[config.mk]
export PLATFORM = sky130hd
export DESIGN_NAME = gcd_stim_driver
export DESIGN_NICKNAME = d
export VERILOG_FILES = /design/src/rtl/gcd_drv_pkg.sv /design/src/rtl/gcd_ref_model.sv /design/src/rtl/gcd_stim_driver.sv
export SDC_FILE = /design/constraint.sdc
export NUM_CORES = 1
export LEC_CHECK = 0
export CAP_MARGIN = 15
export CELL_PAD_IN_SITES_DETAIL_PLACEMENT = 0
export CELL_PAD_IN_SITES_GLOBAL_PLACEMENT = 1
export CORE_ASPECT_RATIO = 0.9
export CORE_MARGIN = 3
export CORE_UTILIZATION = 48
export CTS_CLUSTER_DIAMETER = 40
export DETAILED_ROUTE_END_ITERATION = 8
export HOLD_SLACK_MARGIN = 0.05
export PLACE_DENSITY_LB_ADDON = 0.1
export SLEW_MARGIN = 30
export SYNTH_ARGS = -nofsm -noshare
export SYNTH_HDL_FRONTEND = slang
export SYNTH_HIERARCHICAL = 1
export SYNTH_SLANG_ARGS = --single-unit
[constraint.sdc]
create_clock -name Clock -period 4.75 [get_ports Clock]
set_input_delay 0.95 -clock Clock [delete_from_list [all_inputs] [get_ports Clock]]
set_output_delay 0.95 -clock Clock [all_outputs]
set_load 0.02 [all_outputs]
[src/rtl/gcd_drv_pkg.sv]
// Shared types and constants for the GCD processor stimulus driver.
// Holds the FSM state enum, LFSR parameters and default timing values.
package gcd_drv_pkg;

  typedef enum logic [3:0] {
    S_IDLE,
    S_GENX,
    S_GENY,
    S_PRST,
    S_GAP1,
    S_ENTX,
    S_GAP2,
    S_ENTY,
    S_WAIT,
    S_CHECK,
    S_DONE
  } state_t;

  localparam int LFSR_W = 8;
  localparam logic [LFSR_W-1:0] LFSR_TAPS = 8'hB8;

  localparam int DEF_GAP1    = 4;
  localparam int DEF_GAP2    = 7;
  localparam int DEF_TIMEOUT = 1023;

  function automatic logic [LFSR_W-1:0] lfsr_step(
    input logic [LFSR_W-1:0] s
  );
    return {s[LFSR_W-2:0], ^(s & LFSR_TAPS)};
  endfunction

endpackage

[src/rtl/gcd_ref_model.sv]
// Subtractive GCD reference: one subtraction per clock after start.
// done is high while a loaded pair has converged; gcd is then valid.
module gcd_ref_model (
  input  logic       Clock,
  input  logic       Reset,
  input  logic       start,
  input  logic [7:0] a,
  input  logic [7:0] b,
  output logic       done,
  output logic [7:0] gcd
);

  logic [7:0] r_x;
  logic [7:0] r_y;
  logic       r_run;

  // Load on start, then subtract smaller from larger until equal
  always_ff @(posedge Clock or posedge Reset) begin
    if (Reset) begin
      r_x   <= 8'd0;
      r_y   <= 8'd0;
      r_run <= 1'b0;
    end else if (start) begin
      r_x   <= a;
      r_y   <= b;
      r_run <= 1'b1;
    end else if (r_run && (r_x != r_y)) begin
      if (r_x > r_y) r_x <= r_x - r_y;
      else           r_y <= r_y - r_x;
    end
  end

  assign done = r_run && (r_x == r_y);
  assign gcd  = r_x;

endmodule

[src/rtl/gcd_stim_driver.sv]
// Host-side self-test driver for the subtractive GCD processor.
// Generates operands, strobes them in, waits for Halt, checks Output.
module gcd_stim_driver
  import gcd_drv_pkg::*;
#(
  parameter int         NUM_TESTS = 100,
  parameter logic [7:0] SEED      = 8'h5A,
  parameter int         LOAD_GAP1 = DEF_GAP1,
  parameter int         LOAD_GAP2 = DEF_GAP2,
  parameter int         TIMEOUT   = DEF_TIMEOUT
) (
  input  logic       Clock,
  input  logic       Reset,
  input  logic       Start,
  input  logic       Halt,
  input  logic [7:0] Output,
  output logic       ProcReset_n,
  output logic       Enter,
  output logic [7:0] Input,
  output logic       Busy,
  output logic       Done,
  output logic       Pass,
  output logic       Timeout,
  output logic [7:0] ErrCount,
  output logic [7:0] TestCount,
  output logic [7:0] CurX,
  output logic [7:0] CurY
);

  localparam logic [15:0] GAP1_END = 16'(LOAD_GAP1 - 1);
  localparam logic [15:0] GAP2_END = 16'(LOAD_GAP2 - 2);
  localparam logic [15:0] TMO_END  = 16'(TIMEOUT - 1);
  localparam logic [8:0]  LAST_TC  = 9'(NUM_TESTS);

  state_t             r_state;
  logic [LFSR_W-1:0]  r_lfsr;
  logic [15:0]        r_cnt;
  logic               r_cmp;
  logic               r_prst_n;
  logic               r_enter;
  logic [7:0]         r_input;
  logic               r_busy;
  logic               r_done;
  logic               r_pass;
  logic               r_tmo;
  logic [7:0]         r_err;
  logic [7:0]         r_tc;
  logic [7:0]         r_curx;
  logic [7:0]         r_cury;

  logic [LFSR_W-1:0]  w_lfsr_nxt;
  logic               w_ref_start;
  logic               w_ref_done;
  logic [7:0]         w_ref_gcd;
  logic [7:0]         w_err_inc;
  logic [7:0]         w_err_nxt;
  logic [8:0]         w_tc_nxt;

  assign w_lfsr_nxt  = lfsr_step(r_lfsr);
  assign w_ref_start = (r_state == S_PRST);
  assign w_err_inc   = (r_err == 8'hFF) ? r_err : r_err + 8'd1;
  assign w_err_nxt   = (r_cmp && (Output != w_ref_gcd)) ? w_err_inc : r_err;
  assign w_tc_nxt    = {1'b0, r_tc} + 9'd1;

  gcd_ref_model u_ref (
    .Clock (Clock),
    .Reset (Reset),
    .start (w_ref_start),
    .a     (r_curx),
    .b     (r_cury),
    .done  (w_ref_done),
    .gcd   (w_ref_gcd)
  );

  // Test sequencer: operand generation, load strobes, wait and scoring
  always_ff @(posedge Clock or posedge Reset) begin
    if (Reset) begin
      r_state  <= S_IDLE;
      r_lfsr   <= SEED;
      r_cnt    <= 16'd0;
      r_cmp    <= 1'b0;
      r_prst_n <= 1'b0;
      r_enter  <= 1'b0;
      r_input  <= 8'd0;
      r_busy   <= 1'b0;
      r_done   <= 1'b0;
      r_pass   <= 1'b0;
      r_tmo    <= 1'b0;
      r_err    <= 8'd0;
      r_tc     <= 8'd0;
      r_curx   <= 8'd0;
      r_cury   <= 8'd0;
    end else begin
      r_enter <= 1'b0;
      unique case (r_state)
        S_IDLE, S_DONE: begin
          r_prst_n <= 1'b1;
          if (Start) begin
            r_state <= S_GENX;
            r_busy  <= 1'b1;
            r_done  <= 1'b0;
            r_pass  <= 1'b0;
            r_tmo   <= 1'b0;
            r_err   <= 8'd0;
            r_tc    <= 8'd0;
          end
        end
        S_GENX: begin
          r_lfsr <= w_lfsr_nxt;
          if (w_lfsr_nxt[6:0] != 7'd0) begin
            r_curx  <= {1'b0, w_lfsr_nxt[6:0]};
            r_state <= S_GENY;
          end
        end
        S_GENY: begin
          r_lfsr <= w_lfsr_nxt;
          if (w_lfsr_nxt[6:0] != 7'd0) begin
            r_cury   <= {1'b0, w_lfsr_nxt[6:0]};
            r_prst_n <= 1'b0;
            r_state  <= S_PRST;
          end
        end
        S_PRST: begin
          r_prst_n <= 1'b1;
          r_cnt    <= 16'd0;
          r_state  <= S_GAP1;
        end
        S_GAP1: begin
          if (r_cnt == GAP1_END) begin
            r_enter <= 1'b1;
            r_input <= r_curx;
            r_state <= S_ENTX;
          end else begin
            r_cnt <= r_cnt + 16'd1;
          end
        end
        S_ENTX: begin
          r_cnt   <= 16'd0;
          r_state <= S_GAP2;
        end
        S_GAP2: begin
          if (r_cnt == GAP2_END) begin
            r_enter <= 1'b1;
            r_input <= r_cury;
            r_state <= S_ENTY;
          end else begin
            r_cnt <= r_cnt + 16'd1;
          end
        end
        S_ENTY: begin
          r_cnt   <= 16'd0;
          r_state <= S_WAIT;
        end
        S_WAIT: begin
          if (Halt && w_ref_done) begin
            r_cmp   <= 1'b1;
            r_state <= S_CHECK;
          end else if (r_cnt == TMO_END) begin
            r_cmp   <= 1'b0;
            r_tmo   <= 1'b1;
            r_err   <= w_err_inc;
            r_state <= S_CHECK;
          end else begin
            r_cnt <= r_cnt + 16'd1;
          end
        end
        S_CHECK: begin
          r_err <= w_err_nxt;
          r_tc  <= w_tc_nxt[7:0];
          if (w_tc_nxt == LAST_TC) begin
            r_busy  <= 1'b0;
            r_done  <= 1'b1;
            r_pass  <= (w_err_nxt == 8'd0);
            r_state <= S_DONE;
          end else begin
            r_state <= S_GENX;
          end
        end
        default: r_state <= S_IDLE;
      endcase
    end
  end

  assign ProcReset_n = r_prst_n;
  assign Enter       = r_enter;
  assign Input       = r_input;
  assign Busy        = r_busy;
  assign Done        = r_done;
  assign Pass        = r_pass;
  assign Timeout     = r_tmo;
  assign ErrCount    = r_err;
  assign TestCount   = r_tc;
  assign CurX        = r_curx;
  assign CurY        = r_cury;

endmodule

==> results_dict.tcl <==
set metrics [dict create \
    hold_viol 0 \
    n_antenna_cell 0 \
    final_max_slew_viol_count 0 \
    p_leak_nw 2.81 \
    syn_area_per_cell_um2 9.44 \
    vias 4720 \
    yosys.area.top_type_share_pct 37.5 \
    antenna_left 0 \
    drt_iter0_drc 350 \
    yosys.area.top_type "dfrtp_1" \
    p_per_area_nw_per_um2 232 \
    die_w_um 121 \
    drtPass1Iterations 5 \
    drcViolationCount 0 \
    insertion_delay_ns 0.35 \
    pin_count 58 \
    grt_pass1_wl_mm 23.8 \
    crit_slowest_cell "ha_1" \
    post_cts_buffers 0 \
    start_util_pct 50.7 \
    tightest_slew_ns 0.916 \
    synth_ff_type "dfrtp_1" \
    rsz0062_at_grt "no" \
    ys_seq_area_share_pct 39.4 \
    synthesis.area_um2 5670 \
    die_h_um 109 \
    worst_setup_path_end_kind "flip-flop" \
    place.port_buffers 54 \
    dp_hpwl_mm 10.2 \
    ir_drop_v 0.000176 \
    area_growth_syn_to_layout_pct 16.9 \
    h-tree-depth 3 \
    drv_cap 0 \
    cts-root-buf "clkbuf_16" \
    timing.fmax_ghz 0.331 \
    worst-r2r-cell-count 11 \
    whs_ns 0.506 \
    fin_ws_ns 1.73 \
    cp_num_cells 11 \
    ys_warn_count 6 \
    ys_seq_elements 89 \
    post-place-ws_ns 1.44 \
    crit_buf_inv 2 \
    timing.rr.start "u_ref/gcd[4]$_DFFE_PP0P_" \
    hold_path.class "flip-flop to flip-flop" \
    gp_routability_congestion 0.902 \
    gr-total-overflow 0 \
    drive_gt1_share_pct 12.3 \
    cts_buffer_depth 2 \
    synth_most_common_cell "dfrtp_1" \
    cts.clk_slew.worst_paths_ns 0.07 \
    syn_inst 600 \
    routedWlPerCell_um 17.4 \
    synth_area_leaders "dfrtp_1 38%, ha_1 4.6%, xnor2_1 4.6%" \
    grt_max_degree 48 \
    synthDistinctLibCells 84 \
    cts_made_buffers 9 \
    ctsResizeCount 0 \
    setup_viol 0 \
    fp.dieArea_um2 13100 \
    num_rows 36 \
    grt_usage_pct 22.5 \
    cts_sinks 89 \
    synth_top_cells_by_count "85 x dfrtp_1, 66 x nor2_1, 48 x nand2_1, 30 x inv_1, 30 x xnor2_1" \
    first_global_vias 4509 \
    cts_tree "done" \
    critPathKind "flip-flop to flip-flop" \
    startpoint "u_ref/gcd[4]$_DFFE_PP0P_" \
    outcome "completed" \
    core_area_um2 11200 \
    total_power_mw 1.53 \
    fin_crit_sh_pct 63.6 \
    vias_per_cell 5.87 \
    synth_edf_count 0 \
    post-route-min-period_ns 3.02 \
    startpoint_type "flip-flop" \
    holdBufCountCts 0 \
    fin_util_pct 59.3 \
    antenna_found_initial 0 \
    worstPathRequired_ns 4.99 \
    cpPeakStageDelay_ns 0.57 \
    synthArstFlopShare_pct 100 \
    worstPathCellList "inv_1 > ha_1 > nand4_2 > nor3_1 > nand2_1 > o2bb2ai_1 > o41ai_2 > buf_4 > o31a_1 > o21ai_0 > a22o_1" \
    cp_data_arrival_time_ns 3.26 \
    fill_cells 1029 \
    cp_max_fo 15 \
    wl_mm 14.0 \
    holdCritStartpoint "Done$_DFFE_PP0P_" \
    cp_top_family "compound AO/OA/AOI/OAI gates" \
    tns_ns 0 \
    finalClockSkew_ns 0.00489 \
    slew_headroom_pct 38.7 \
    min_path_cells 1 \
    nNetsFinal 682 \
]
-- registers in the layout, indices dropped and copies added (netlist names), 8 cells and up --
signal	flops
r_cnt	16
u_ref/r_y	8
r_lfsr	8
TestCount	8
u_ref/gcd	8
ErrCount	8
-- kinds of logic after synthesis --
family / Yosys count / share of synthesized area, %
buffers and inverters: 60 / 4.99
muxes: 33 / 6.29
and+or+nand+nor: 223 / 20.7
AOI/OAI and AO/OA: 136 / 17.8
DFF: 89 / 39.4
adders and majority gates: 23 / 5.34
other: 1 / 0.0662
xor gates and xnor gates: 35 / 5.41
-- layer usage --
| metal | vias to the layer above | routed length (um) | GRT usage (%) |
|---|---|---|---|
| li1 | 2272 | - | - |
| met1 | 2313 | 7000 | 34.0 |
| met2 | 125 | 6160 | 33.7 |
| met3 | 10 | 728 | 3.84 |
| met4 | 0 | 131 | 5.50 |
| met5 | - | 0 | 0 |
-- area by class of cell --
type | instances | area, um^2 | area share (%)
Tap cell | 152 | 190 | 2.87
Multi-Input combinational cell | 455 | 3180 | 48.1
Inverter | 32 | 120 | 1.81
Sequential cell | 89 | 2230 | 33.7
Clock buffer | 9 | 225 | 3.40
Timing Repair Buffer | 60 | 586 | 8.84
Clock inverter | 7 | 86.3 | 1.30
-- final timing paths --
kind / endpoint / slack (ns)
worst max-delay path: r_state[0]$_DFFE_PP0P_ / 1.73
worst min-delay path: Done$_DFFE_PP0P_ / 0.51
worst max register to register: r_state[0]$_DFFE_PP0P_ / 1.73
worst min register to register: Done$_DFFE_PP0P_ / 0.51
max in group asynchronous: ErrCount[5]$_DFFE_PP0P_ / 2.73
min in group asynchronous: CurX[5]$_DFFE_PP0P_ / 0.99
-- metrics by stage --
stage                     instance area (um^2)  cells
after CTS                                 6620    804
after global placement                    6300    788
final                                     6620    804
after global routing                      6620    804
after floorplan                           5680    604
after detailed placement                  6310    788
-- worst register-to-register path: stages (launching register included) --
cell and delay [ns]:
dfrtp_1 0.48, inv_1 0.07, ha_1 0.57, nand4_2 0.28, nor3_1 0.25, nand2_1 0.14, o2bb2ai_1 0.19, o41ai_2 0.08
buf_4 0.25, o31a_1 0.25, o21ai_0 0.12, a22o_1 0.24
-- layout by cell type (no fill, tap or decap), types with 5 or more instances in the layout --
| master | count |
|---|---|
| dfrtp_1 | 85 |
| nor2_1 | 66 |
| clkdlybuf4s50_1 | 54 |
| nand2_1 | 48 |
| xnor2_1 | 30 |
| inv_1 | 29 |
| a21oi_1 | 28 |
| o21ai_0 | 28 |
| mux2_2 | 21 |
| ha_1 | 21 |
| nor3_1 | 17 |
| nor4_1 | 13 |
| nand4_1 | 12 |
| mux2i_1 | 12 |
| nand3_1 | 10 |
| clkbuf_16 | 9 |
| o311ai_1 | 9 |
| nand2b_1 | 8 |
| and3_1 | 7 |
| nor3b_1 | 7 |
| o22ai_1 | 6 |
| a211oi_1 | 6 |
| buf_4 | 6 |
| nor2b_1 | 5 |
| xor2_1 | 5 |
| conb_1 | 5 |
-- power breakdown --
part           total [mW]  leakage [nW]  internal (mW)  switching [mW]
combinational      0.0323          1.51         0.0113          0.0210
sequential          0.758          1.15          0.758               0
clock               0.744         0.154          0.418           0.326
total                1.53          2.81           1.19           0.347
No activity file was read; power rests on OpenSTA's default activity.
